`config.mk`:
```
export PLATFORM = sky130hd
export DESIGN_NAME = alu_cmd_sequencer_flat
export DESIGN_NICKNAME = d
export VERILOG_FILES = /design/src/rtl/alu_cmd_sequencer_if.sv /design/src/rtl/alu_cmd_sequencer.sv /design/src/flat_wrapper.sv
export SDC_FILE = /design/constraint.sdc
export NUM_CORES = 1
export LEC_CHECK = 0
export ABC_CLOCK_PERIOD_IN_PS = 2520
export CORE_MARGIN = 2
export CORE_UTILIZATION = 42
export CTS_BUF_LIST = sky130_fd_sc_hd__clkbuf_16
export CTS_CLUSTER_DIAMETER = 120
export DETAILED_ROUTE_END_ITERATION = 7
export HOLD_SLACK_MARGIN = 0.06
export PLACE_DENSITY = 0.89
export SLEW_MARGIN = 5
export SYNTH_ARGS = -nofsm -noshare
export SYNTH_HDL_FRONTEND = slang
export SYNTH_SLANG_ARGS = --single-unit
export TNS_END_PERCENT = 1
```
`constraint.sdc`:
```
create_clock -name clk -period 2.52 [get_ports clk]
set_input_delay 0.504 -clock clk [delete_from_list [all_inputs] [get_ports clk]]
set_output_delay 0.504 -clock clk [all_outputs]
set_load 0.05 [all_outputs]
```
`src/rtl/alu_cmd_sequencer_if.sv`:
```
// alu_cmd_sequencer_if: command, ALU and response bus bundle for the ALU command sequencer
// slave  : sequencer view (takes commands, drives the ALU inputs, returns responses)
// master : environment view (issues commands, hosts the ALU, consumes responses)
// cmd_*  : valid/ready command (op, a, b, cin)
// alu_*  : ALU select/operand/carry outputs and the ALU result buses
// rsp_*  : valid/ready response (data, op echo, err), op_count of completed responses
interface alu_cmd_sequencer_if;
    logic       cmd_valid;
    logic       cmd_ready;
    logic [3:0] cmd_op;
    logic [3:0] cmd_a;
    logic [3:0] cmd_b;
    logic       cmd_cin;
    logic       alu_enable;
    logic [3:0] alu_select;
    logic [3:0] alu_a;
    logic [3:0] alu_b;
    logic       alu_cin;
    logic [3:0] alu_adder_out;
    logic       alu_cout;
    logic [1:0] alu_comparator_out;
    logic [3:0] alu_gray_out;
    logic [3:0] alu_and_out;
    logic       alu_anding_out;
    logic [3:0] alu_or_out;
    logic [3:0] alu_compl_out;
    logic       alu_inc_c;
    logic [3:0] alu_inc_s;
    logic [3:0] alu_dec_out;
    logic       alu_parity_out;
    logic       alu_oring_out;
    logic [7:0] alu_mul_out;
    logic [3:0] alu_bin_out;
    logic       rsp_valid;
    logic       rsp_ready;
    logic [7:0] rsp_data;
    logic [3:0] rsp_op;
    logic       rsp_err;
    logic [7:0] op_count;
    modport slave (
        input  cmd_valid, cmd_op, cmd_a, cmd_b, cmd_cin,
        output cmd_ready,
        output alu_enable, alu_select, alu_a, alu_b, alu_cin,
        input  alu_adder_out, alu_cout, alu_comparator_out, alu_gray_out,
        input  alu_and_out, alu_anding_out, alu_or_out, alu_compl_out,
        input  alu_inc_c, alu_inc_s, alu_dec_out, alu_parity_out,
        input  alu_oring_out, alu_mul_out, alu_bin_out,
        output rsp_valid, rsp_data, rsp_op, rsp_err, op_count,
        input  rsp_ready
    );
    modport master (
        output cmd_valid, cmd_op, cmd_a, cmd_b, cmd_cin,
        input  cmd_ready,
        input  alu_enable, alu_select, alu_a, alu_b, alu_cin,
        output alu_adder_out, alu_cout, alu_comparator_out, alu_gray_out,
        output alu_and_out, alu_anding_out, alu_or_out, alu_compl_out,
        output alu_inc_c, alu_inc_s, alu_dec_out, alu_parity_out,
        output alu_oring_out, alu_mul_out, alu_bin_out,
        input  rsp_valid, rsp_data, rsp_op, rsp_err, op_count,
        output rsp_ready
    );
endinterface

```
`src/rtl/alu_cmd_sequencer.sv`:
```
// alu_cmd_sequencer: one-at-a-time valid/ready front-end that fires the combinational ALU for one cycle
// clk : rising-edge clock
// rst : synchronous active-high reset, discards any in-flight command
// bus : alu_cmd_sequencer_if.slave (command port, ALU drive/results, response port, op_count)
module alu_cmd_sequencer (
    input logic clk,
    input logic rst,
    alu_cmd_sequencer_if.slave bus
);
    typedef enum logic [1:0] {IDLE, EXEC, RESP} state_t;
    state_t     state;
    state_t     state_n;
    logic       accept;
    logic       done;
    logic       legal;
    logic [7:0] result;
    always_comb begin
        bus.cmd_ready  = (state == IDLE) && !rst;
        bus.alu_enable = state == EXEC;
        bus.rsp_valid  = state == RESP;
        accept         = bus.cmd_valid && bus.cmd_ready;
        done           = bus.rsp_valid && bus.rsp_ready;
        legal          = bus.cmd_op <= 4'd12;
        state_n = (state == IDLE) ? (accept ? (legal ? EXEC : RESP) : IDLE) :
                  (state == EXEC) ? RESP :
                  (done ? IDLE : RESP);
    end
    // Result buses are selected by the registered select, which is what the ALU is executing.
    always_comb begin
        result = 8'd0;
        case (bus.alu_select)
            4'd0:    result = {3'd0, bus.alu_cout, bus.alu_adder_out};
            4'd1:    result = {6'd0, bus.alu_comparator_out};
            4'd2:    result = {4'd0, bus.alu_gray_out};
            4'd3:    result = {4'd0, bus.alu_and_out};
            4'd4:    result = {7'd0, bus.alu_anding_out};
            4'd5:    result = {4'd0, bus.alu_or_out};
            4'd6:    result = {4'd0, bus.alu_compl_out};
            4'd7:    result = {3'd0, bus.alu_inc_c, bus.alu_inc_s};
            4'd8:    result = {4'd0, bus.alu_dec_out};
            4'd9:    result = {7'd0, bus.alu_parity_out};
            4'd10:   result = {7'd0, bus.alu_oring_out};
            4'd11:   result = bus.alu_mul_out;
            4'd12:   result = {4'd0, bus.alu_bin_out};
            default: result = 8'd0;
        endcase
    end
    always_ff @(posedge clk) begin
        if (rst) begin
            state          <= IDLE;
            bus.alu_select <= 4'd0;
            bus.alu_a      <= 4'd0;
            bus.alu_b      <= 4'd0;
            bus.alu_cin    <= 1'b0;
            bus.rsp_data   <= 8'd0;
            bus.rsp_op     <= 4'd0;
            bus.rsp_err    <= 1'b0;
            bus.op_count   <= 8'd0;
        end else begin
            state <= state_n;
            if (accept) begin
                bus.alu_select <= bus.cmd_op;
                bus.alu_a      <= bus.cmd_a;
                bus.alu_b      <= bus.cmd_b;
                bus.alu_cin    <= bus.cmd_cin;
                bus.rsp_op     <= bus.cmd_op;
                bus.rsp_err    <= !legal;
                bus.rsp_data   <= 8'd0;
            end
            if (state == EXEC)
                bus.rsp_data <= result;
            if (done)
                bus.op_count <= bus.op_count + 8'd1;
        end
    end
endmodule

```
`src/flat_wrapper.sv`:
```
// flat-port wrapper written by rule: the top's interface ports become plain ports
module alu_cmd_sequencer_flat 
  (clk, rst, bus_cmd_valid, bus_cmd_op, bus_cmd_a, bus_cmd_b, bus_cmd_cin, bus_cmd_ready, bus_alu_enable, bus_alu_select, bus_alu_a, bus_alu_b, bus_alu_cin, bus_alu_adder_out, bus_alu_cout, bus_alu_comparator_out, bus_alu_gray_out, bus_alu_and_out, bus_alu_anding_out, bus_alu_or_out, bus_alu_compl_out, bus_alu_inc_c, bus_alu_inc_s, bus_alu_dec_out, bus_alu_parity_out, bus_alu_oring_out, bus_alu_mul_out, bus_alu_bin_out, bus_rsp_valid, bus_rsp_data, bus_rsp_op, bus_rsp_err, bus_op_count, bus_rsp_ready);
  alu_cmd_sequencer_if bus_i ();
  input logic clk;
  input logic rst;
  input wire logic [$bits(bus_i.cmd_valid)-1:0] bus_cmd_valid;
  input wire logic [$bits(bus_i.cmd_op)-1:0] bus_cmd_op;
  input wire logic [$bits(bus_i.cmd_a)-1:0] bus_cmd_a;
  input wire logic [$bits(bus_i.cmd_b)-1:0] bus_cmd_b;
  input wire logic [$bits(bus_i.cmd_cin)-1:0] bus_cmd_cin;
  output wire logic [$bits(bus_i.cmd_ready)-1:0] bus_cmd_ready;
  output wire logic [$bits(bus_i.alu_enable)-1:0] bus_alu_enable;
  output wire logic [$bits(bus_i.alu_select)-1:0] bus_alu_select;
  output wire logic [$bits(bus_i.alu_a)-1:0] bus_alu_a;
  output wire logic [$bits(bus_i.alu_b)-1:0] bus_alu_b;
  output wire logic [$bits(bus_i.alu_cin)-1:0] bus_alu_cin;
  input wire logic [$bits(bus_i.alu_adder_out)-1:0] bus_alu_adder_out;
  input wire logic [$bits(bus_i.alu_cout)-1:0] bus_alu_cout;
  input wire logic [$bits(bus_i.alu_comparator_out)-1:0] bus_alu_comparator_out;
  input wire logic [$bits(bus_i.alu_gray_out)-1:0] bus_alu_gray_out;
  input wire logic [$bits(bus_i.alu_and_out)-1:0] bus_alu_and_out;
  input wire logic [$bits(bus_i.alu_anding_out)-1:0] bus_alu_anding_out;
  input wire logic [$bits(bus_i.alu_or_out)-1:0] bus_alu_or_out;
  input wire logic [$bits(bus_i.alu_compl_out)-1:0] bus_alu_compl_out;
  input wire logic [$bits(bus_i.alu_inc_c)-1:0] bus_alu_inc_c;
  input wire logic [$bits(bus_i.alu_inc_s)-1:0] bus_alu_inc_s;
  input wire logic [$bits(bus_i.alu_dec_out)-1:0] bus_alu_dec_out;
  input wire logic [$bits(bus_i.alu_parity_out)-1:0] bus_alu_parity_out;
  input wire logic [$bits(bus_i.alu_oring_out)-1:0] bus_alu_oring_out;
  input wire logic [$bits(bus_i.alu_mul_out)-1:0] bus_alu_mul_out;
  input wire logic [$bits(bus_i.alu_bin_out)-1:0] bus_alu_bin_out;
  output wire logic [$bits(bus_i.rsp_valid)-1:0] bus_rsp_valid;
  output wire logic [$bits(bus_i.rsp_data)-1:0] bus_rsp_data;
  output wire logic [$bits(bus_i.rsp_op)-1:0] bus_rsp_op;
  output wire logic [$bits(bus_i.rsp_err)-1:0] bus_rsp_err;
  output wire logic [$bits(bus_i.op_count)-1:0] bus_op_count;
  input wire logic [$bits(bus_i.rsp_ready)-1:0] bus_rsp_ready;
  assign bus_i.cmd_valid = bus_cmd_valid;
  assign bus_i.cmd_op = bus_cmd_op;
  assign bus_i.cmd_a = bus_cmd_a;
  assign bus_i.cmd_b = bus_cmd_b;
  assign bus_i.cmd_cin = bus_cmd_cin;
  assign bus_cmd_ready = bus_i.cmd_ready;
  assign bus_alu_enable = bus_i.alu_enable;
  assign bus_alu_select = bus_i.alu_select;
  assign bus_alu_a = bus_i.alu_a;
  assign bus_alu_b = bus_i.alu_b;
  assign bus_alu_cin = bus_i.alu_cin;
  assign bus_i.alu_adder_out = bus_alu_adder_out;
  assign bus_i.alu_cout = bus_alu_cout;
  assign bus_i.alu_comparator_out = bus_alu_comparator_out;
  assign bus_i.alu_gray_out = bus_alu_gray_out;
  assign bus_i.alu_and_out = bus_alu_and_out;
  assign bus_i.alu_anding_out = bus_alu_anding_out;
  assign bus_i.alu_or_out = bus_alu_or_out;
  assign bus_i.alu_compl_out = bus_alu_compl_out;
  assign bus_i.alu_inc_c = bus_alu_inc_c;
  assign bus_i.alu_inc_s = bus_alu_inc_s;
  assign bus_i.alu_dec_out = bus_alu_dec_out;
  assign bus_i.alu_parity_out = bus_alu_parity_out;
  assign bus_i.alu_oring_out = bus_alu_oring_out;
  assign bus_i.alu_mul_out = bus_alu_mul_out;
  assign bus_i.alu_bin_out = bus_alu_bin_out;
  assign bus_rsp_valid = bus_i.rsp_valid;
  assign bus_rsp_data = bus_i.rsp_data;
  assign bus_rsp_op = bus_i.rsp_op;
  assign bus_rsp_err = bus_i.rsp_err;
  assign bus_op_count = bus_i.op_count;
  assign bus_i.rsp_ready = bus_rsp_ready;
  alu_cmd_sequencer u_core (.clk(clk), .rst(rst), .bus(bus_i));
endmodule
```
; Word level (Yosys, flattened, before mapping)
; Index checks and enable logic that the tools add are counted.
[word_totals]
reg_bits = 32
out_inout_bits = 37
elab_cells = 40
[op_classes]
addsub = 1
order_cmp = 1
n_eq_ne = 14
n_mux = 8
reduce_logical = 8
[op_table]
columns = op, n
row1 = 8-bit one-hot mux with 13 select lines, 1
row2 = 4-bit equality test (second input constant), 5
row3 = 4-bit by 3-bit equality test with 1-bit output (second input constant), 4
row4 = 8-bit 2-to-1 mux, 2
row5 = 2-bit 2-to-1 mux, 5
row6 = 8-bit by 1-bit adder with 8-bit output (second input constant), 1
row7 = 4-bit by 2-bit equality test with 1-bit output (second input constant), 2
row8 = 4-bit by 1-bit equality test with 1-bit output (second input constant), 1
row9 = 4-bit less-or-equal comparator (second input constant), 1
row10 = 4-bit logical NOT, 1
row11 = 1-bit logical AND, 3
row12 = 2-bit by 1-bit equality test with 1-bit output (second input constant), 1
row13 = 2-bit equality test (second input constant), 1
row14 = 1-bit logical NOT, 2
row15 = 2-bit logical NOT, 1
row16 = 2-bit nonzero test, 1

; Logic depth before layout (Yosys ltp)
; Gate-level depths: netlist (run 1).
[depth]
depth_word = 5
mapped_depth = 7
depth_no_buf = 4

; Worst setup path before layout (run 1)
; Ideal clock, no wire load.
[synth_timing]
kind = in2reg
start = input port rst
end = register u_core.bus.rsp_err
setup_time_ns = 0.128
t_arrival_ns = 2.191
required_time_ns = 2.392
slack_ns = 0.202
path_stages = 5
path_buffers = 1
path_cell_list = nor3_1 -> and2_1 -> buf_4 -> mux2i_1 -> nor2_1
[synth_via]
elab_chain_cells = 3
[synth_rtl]
columns = element, line
row1 = "start, declared", flat_wrapper.sv:6  ; input logic rst;
row2 = 1-bit logical NOT, alu_cmd_sequencer.sv:18  ; bus.cmd_ready = (state == IDLE) && !rst;
row3 = 1-bit logical AND, alu_cmd_sequencer.sv:18
row4 = 1-bit logical AND, alu_cmd_sequencer.sv:21  ; accept = bus.cmd_valid && bus.cmd_ready;
row5 = "end signal, assigned", alu_cmd_sequencer.sv:67  ; bus.rsp_err <= !legal;
row6 = "end, declared", alu_cmd_sequencer_if.sv:48  ; output rsp_valid, rsp_data, rsp_op, rsp_err, op_count,
; Several ways; a longest one is shown, not always the timed one.
; A chain may end at the register's enable or synchronous reset.

; Final worst setup path (run 1)
[layout_timing]
start = register u_core.state[1]
end = output port bus_alu_enable
[layout_via]
elab_chain_cells = 1
[layout_rtl]
columns = element, line
row1 = "start, declared", alu_cmd_sequencer.sv:11  ; state_t state;
row2 = "start signal, assigned", alu_cmd_sequencer.sv:60  ; state <= state_n;
row3 = 2-bit by 1-bit equality test with 1-bit output, alu_cmd_sequencer.sv:19  ; bus.alu_enable = state == EXEC;
row4 = "end, declared", flat_wrapper.sv:13  ; output wire logic [$bits(bus_i.alu_enable)-1:0] bus_alu_enable;
; Every way passes these cells.

==> results_dict.tcl, run 1 <==
set metrics [dict create \
    crit_start "u_core.state[1]$_SDFF_PP0_" \
    synth_top_family_by_area "simple AND/OR/NAND/NOR gates" \
    nNetsFinal 380 \
    rows 24 \
    synth_edf_count 0 \
    htreeDepth 2 \
    hold_viol_final 0 \
    grt_max_degree 22 \
    detail-route-antenna-nets 0 \
    yosysTopAreaCell "dfxtp_1" \
    cts_resized 0 \
    wl_per_cell_um 15.6 \
    ir_drop_mv 0.405 \
    async_reset_ff_frac 0 \
    r2r-end "u_core.bus.rsp_data[2]$_SDFFE_PP0P_" \
    worstSetupEndpoint "bus_alu_enable" \
    track_usage 0.234 \
    core_area_um2 4260 \
    start_kind "flop" \
    setup_viol 0 \
    min_path_type "reg2reg" \
    powerDensity_nw_per_um2 531 \
    ys.flop_type "dfxtp_1" \
    ios 101 \
    synth_compound_area_frac 0.208 \
    area_delta_synth_final_pct 63.4 \
    cp.required_ns 2.02 \
    cts.root.buffer_cell "clkbuf_16" \
    path_class "reg2out" \
    num-fill-cells 346 \
    p_leak_uw 0.00111 \
    ys_top_cells_by_area "dfxtp_1 (35%), nand2_1 (5.1%), nand2b_1 (4.1%)" \
    yosys.area_share.simple 0.271 \
    cts_tree "yes" \
    drc 0 \
    cts_made_buffers 5 \
    r2r-start "u_core.bus.rsp_op[1]$_SDFFE_PP0P_" \
    ctsHoldBuffers 0 \
    status "completed" \
    min_period_ns 2.27 \
    synth_area_um2 1830 \
    syn_area_per_cell_um2 8.41 \
    finalInstanceArea_um2 3000 \
    wl_um 5730 \
    final_cells 368 \
    dpl-instance-area_um2 2860 \
    overflow 0 \
    layout-drive-gt1-share 0.0791 \
    tightest_slew_ns 0.511 \
    cts.sinks 32 \
    timing.hold.ws_ns 0.474 \
    max_freq_ghz 0.440 \
    drt_iter0_drc 118 \
    rr_worst_depth 5 \
    setup-tns-final_ns 0 \
    muxShareOfSynthArea 0.0594 \
    hpwlAfterDp_um 4290 \
    grt_pass1_vias 1966 \
    slew_headroom 0.650 \
    period_share 0.902 \
    multiInputGateArea_um2 1050 \
    die_h_um 70.1 \
    synth_top_area_frac 0.349 \
    initial_utilization 0.430 \
    place_congestion 0.827 \
    dieArea_um2 4910 \
    viasPerCell 5.34 \
    ys_ff_latch 32 \
    dpl.cell_count 360 \
    cap_violations 0 \
    synth.most_common_cell "dfxtp_1" \
    yosys-top-cells-count "dfxtp_1 (32), nand2_1 (25), o21ai_0 (14), nor2_1 (13), nand2b_1 (12)" \
    die_x_um 70.1 \
    synth-adder-area-share 0.00683 \
    cts_buffer_depth 2 \
    regArea_um2 641 \
    skew_ns 0.00466 \
    rrSetupSlack_ns 0.77 \
    grt_pass1_wl_um 9160 \
    synth-xor-area-share 0.0287 \
    clock_latency_ns 0.28 \
    vias 1964 \
    ys_warn_count 0 \
    drt_pass1_iterations 4 \
    drv_slew 0 \
    path_max_fanout 10 \
    antenna_found_initial 0 \
    antenna_cells 0 \
    critPathCaptureType "output pin" \
    synth_cells 218 \
    syn_nets 283 \
    postCtsSetupBuffers 0 \
    synth_cell_types 51 \
    clk_pin_slew_worst_paths_ns 0.05 \
    arrival_ns 1.77 \
    port_buffers 100 \
    rsz0062_at_grt "no" \
    ys_seq_area_frac 0.349 \
]
worst max-delay path, stage by stage, from the launching register on:
cell and delay [ns]:
dfxtp_1 0.38, nor2b_1 0.25, clkdlybuf4s50_1 0.86
flip-flops by register name, summed over array words and instances (netlist names):
| register | count |
|---|---|
| u_core.bus.rsp_err | 1 |
| u_core.bus.alu_a | 4 |
| u_core.state | 2 |
| u_core.bus.rsp_op | 4 |
| u_core.bus.alu_cin | 1 |
| u_core.bus.alu_b | 4 |
| u_core.bus.op_count | 8 |
| u_core.bus.rsp_data | 8 |
metal layers:
metal  GRT usage  vias up  share of wire
li1            -      968              -
met2       0.413       88           0.50
met3      0.0649       11          0.070
met4      0.0919        0          0.017
met1       0.268      897           0.42
met5           0        -              0
per-stage QoR:
step	util	power [µW]	worst slack [ns]
after floorplan	-	835	0.202
after global placement	0.670	1030	0.435
after detailed placement	0.670	1030	0.331
after CTS	0.702	1600	0.223
after global routing	0.702	1650	0.188
final	0.702	1590	0.248
where the power goes:
| group | total [µW] | switching, µW | leakage [µW] | internal (µW) |
|---|---|---|---|---|
| combinational | 469 | 248 | 0.000771 | 221 |
| sequential | 555 | 22.5 | 0.000261 | 532 |
| clock | 566 | 212 | 0.0000738 | 355 |
cell usage in the layout (no fill, tap or decap), types with 4 or more instances in the layout:
cell type	netlist	layout
and3b_1	4	4
a22oi_1	6	6
buf_4	9	12
mux2i_1	6	6
nand2b_1	12	12
clkdlybuf4s50_1	0	96
inv_1	3	5
dfxtp_1	32	32
nand3_1	4	4
o21ai_0	14	14
and3_1	4	4
nor2b_1	8	8
nand2_1	25	25
clkbuf_16	0	5
nor2_1	13	13
a21oi_1	9	9
nand3b_1	5	5
cell families (layout without fill, tap and decap cells):
kind of cell             Yosys count  in the layout
AO/OA/AOI/OAI                     55             55
XOR/XNOR                           6              6
adder cells (fa/ha/maj)            1              1
buffers and inverters             23            121
flip-flops                        32             32
multiplexers                      10             10
AND/OR/NAND/NOR                   91             91
worst min-delay path by stage:
stage,startpoint,to,slack (ns),cells after the start
after floorplan,u_core.state[0]$_SDFF_PP0_,u_core.state[1]$_SDFF_PP0_,0.54,2
after global placement,u_core.bus.rsp_data[4]$_SDFFE_PP0P_,u_core.bus.rsp_data[4]$_SDFFE_PP0P_,0.45,2
after detailed placement,u_core.bus.alu_a[0]$_SDFFE_PP0P_,u_core.bus.alu_a[0]$_SDFFE_PP0P_,0.47,2
after CTS,u_core.bus.alu_a[0]$_SDFFE_PP0P_,u_core.bus.alu_a[0]$_SDFFE_PP0P_,0.48,2
after global routing,u_core.bus.alu_b[0]$_SDFFE_PP0P_,u_core.bus.alu_b[0]$_SDFFE_PP0P_,0.49,2
final,u_core.bus.alu_a[1]$_SDFFE_PP0P_,u_core.bus.alu_a[1]$_SDFFE_PP0P_,0.47,2
cell type report:
type / count / area share
clock buffers: 5 / 0.0418
clock inverters: 3 / 0.00376
inverters: 3 / 0.00376
multi-input cells: 163 / 0.351
flip-flops and latches: 32 / 0.214
well taps: 52 / 0.0217
repair buffers: 110 / 0.364
Power figures use the tool's default switching activity.
==> run 2: changes to the inputs <==
--- a/config.mk
+++ b/config.mk
@@ -5,7 +5,6 @@
 export SDC_FILE = /design/constraint.sdc
 export NUM_CORES = 1
 export LEC_CHECK = 0
-export ABC_CLOCK_PERIOD_IN_PS = 2520
 export CORE_MARGIN = 2
 export CORE_UTILIZATION = 42
 export CTS_BUF_LIST = sky130_fd_sc_hd__clkbuf_16
==> results of run 2 <==
Final layout, timing and power as in run 1 (identical DEF).
==> run 3: changes to the inputs <==
--- a/config.mk
+++ b/config.mk
@@ -6,12 +6,12 @@
 export NUM_CORES = 1
 export LEC_CHECK = 0
 export CORE_MARGIN = 2
-export CORE_UTILIZATION = 42
+export CORE_UTILIZATION = 40
 export CTS_BUF_LIST = sky130_fd_sc_hd__clkbuf_16
 export CTS_CLUSTER_DIAMETER = 120
 export DETAILED_ROUTE_END_ITERATION = 7
 export HOLD_SLACK_MARGIN = 0.06
-export PLACE_DENSITY = 0.89
+export PLACE_DENSITY = 0.86
 export SLEW_MARGIN = 5
 export SYNTH_ARGS = -nofsm -noshare
 export SYNTH_HDL_FRONTEND = slang
==> run 3 against run 2 <==
Effect of this change: register-to-register slack worse by 0.07 ns; first-iteration DRC count down 24%; critical path type unchanged; maximum frequency down 2.2%; clock-buffer cell count unchanged; worst setup slack worse by 0.051 ns; sequential power up 0.9%.
==> results_dict.tcl, run 3 (synthesized netlist as in run 1, its figures left out) <==
set metrics [dict create \
    timing.hold.ws_ns 0.461 \
    rr_worst_depth 5 \
    slew_headroom 0.590 \
    max_freq_ghz 0.430 \
    critPathCaptureType "output pin" \
    r2r-start "u_core.bus.rsp_op[1]$_SDFFE_PP0P_" \
    viasPerCell 5.29 \
    hpwlAfterDp_um 4020 \
    port_buffers 100 \
    start_kind "flop" \
    tightest_slew_ns 0.614 \
    track_usage 0.207 \
    busiest_layer "met2" \
    htreeDepth 2 \
    cts_resized 0 \
    worstHoldStart "u_core.bus.rsp_data[4]$_SDFFE_PP0P_" \
    period_share 0.922 \
    skew_ns 0.00500 \
    detail-route-antenna-nets 0 \
    cts_tree "yes" \
    clk_pin_slew_worst_paths_ns 0.05 \
    grt_max_degree 28 \
    setup-tns-final_ns 0 \
    max_stage_delay_ns 0.84 \
    wl_um 5280 \
    cp_slowest_cell "clkdlybuf4s50_1" \
    nNetsFinal 378 \
    status "completed" \
    min_period_ns 2.32 \
    path_buf_inv 1 \
    cap_violations 0 \
    clock_latency_ns 0.28 \
    dieArea_um2 5140 \
    hold_viol_final 0 \
    drv_slew 0 \
    final_common_cell "clkdlybuf4s50_1" \
    powerDensity_nw_per_um2 562 \
    vias 1935 \
    cts_made_buffers 5 \
    ir_drop_mv 0.584 \
    cp.required_ns 2.02 \
    die_x_um 71.7 \
    hold_end "u_core.bus.rsp_data[4]$_SDFFE_PP0P_" \
    core_area_um2 4380 \
    met1_usage 0.248 \
    layout-drive-gt1-share 0.0796 \
    hold_depth 2 \
    antenna_cells 0 \
    arrival_ns 1.82 \
    setup_viol 0 \
    ios 101 \
    place_congestion 0.821 \
    die_h_um 71.7 \
    min_path_type "reg2reg" \
    initial_utilization 0.418 \
    grt_pass1_wl_um 8250 \
    top_regs "u_core.bus.op_count x8, u_core.bus.rsp_data x8" \
    grt_pass1_vias 1772 \
    ctsHoldBuffers 0 \
    layout_common_cells "clkdlybuf4s50_1 (97), dfxtp_1 (32), nand2_1 (25)" \
    path_max_fanout 9 \
    rrSetupSlack_ns 0.70 \
    cp.depth 2 \
    antenna_found_initial 0 \
    wl_per_cell_um 14.4 \
    cts.sinks 32 \
    drt_pass1_iterations 4 \
    use_met2 0.332 \
    crit_family "buffers and inverters" \
    drt_iter0_drc 90 \
    path_class "reg2out" \
    postCtsSetupBuffers 0 \
    rsz0062_at_grt "no" \
    drc 0 \
    cts.root.buffer_cell "clkbuf_16" \
    overflow 0 \
    area_delta_synth_final_pct 63.8 \
    p_leak_uw 0.00110 \
    r2r-end "u_core.bus.rsp_data[2]$_SDFFE_PP0P_" \
    cts_buffer_depth 2 \
    rows 24 \
    crit_chain "nor2b_1 -> clkdlybuf4s50_1" \
    grtUsageMet3 0.0745 \
]
-- run 3: power breakdown --
part	total, µW	internal (µW)	switching, µW	leakage [µW]
combinational	456	216	240	0.000755
sequential	560	532	27.1	0.000261
clock	670	463	207	0.0000798
total	1690	1210	474	0.00110
-- run 3: metal layers --
metal	up-vias	routed length [µm]
li1	966	-
met1	867	2200
met2	95	2400
met3	7	583
met4	0	103
met5	-	0
-- run 3: area by class of cell --
cell class	instances	area, µm²
timing repair buffer	108	1070
clock buffer	5	125
fill	367	1380
sequential	32	641
tap	52	65.1
multi-input combinational	163	1050
clock inverter	3	42.5
inverter	3	11.3
-- run 3: how the worst max path moves through the flow --
| stage | startpoint | end | slack [ns] |
|---|---|---|---|
| final | u_core.state[0]$_SDFF_PP0_ | bus_alu_enable | 0.20 |
| after global routing | u_core.state[0]$_SDFF_PP0_ | bus_alu_enable | 0.09 |
| after CTS | u_core.state[0]$_SDFF_PP0_ | bus_alu_enable | 0.17 |
| after detailed placement | rst | u_core.bus.alu_b[0]$_SDFFE_PP0P_ | 0.36 |
| after global placement | rst | u_core.bus.alu_b[2]$_SDFFE_PP0P_ | 0.45 |
| after floorplan | rst | u_core.bus.rsp_err$_SDFFE_PP0P_ | 0.20 |
-- run 3: through the flow --
stage	worst slack (ns)	area, µm²	total power (µW)	utilization	instances
global placement	0.447	2830	1020	0.646	358
CTS	0.174	3000	1700	0.685	366
finish	0.197	3000	1690	0.685	366
floorplan	0.202	1830	835	-	218
global route	0.0936	3000	1750	0.685	366
detailed placement	0.359	2830	1020	0.646	358
-- run 3: worst register-to-register path: cells and delay by family, from the launching register on --
family                 cells  cell delay (ns)
muxes                      1             0.20
DFF                        1             0.71
and+or+nand+nor            1             0.14
AOI/OAI and AO/OA          2             0.39
buffers and inverters      1             0.28
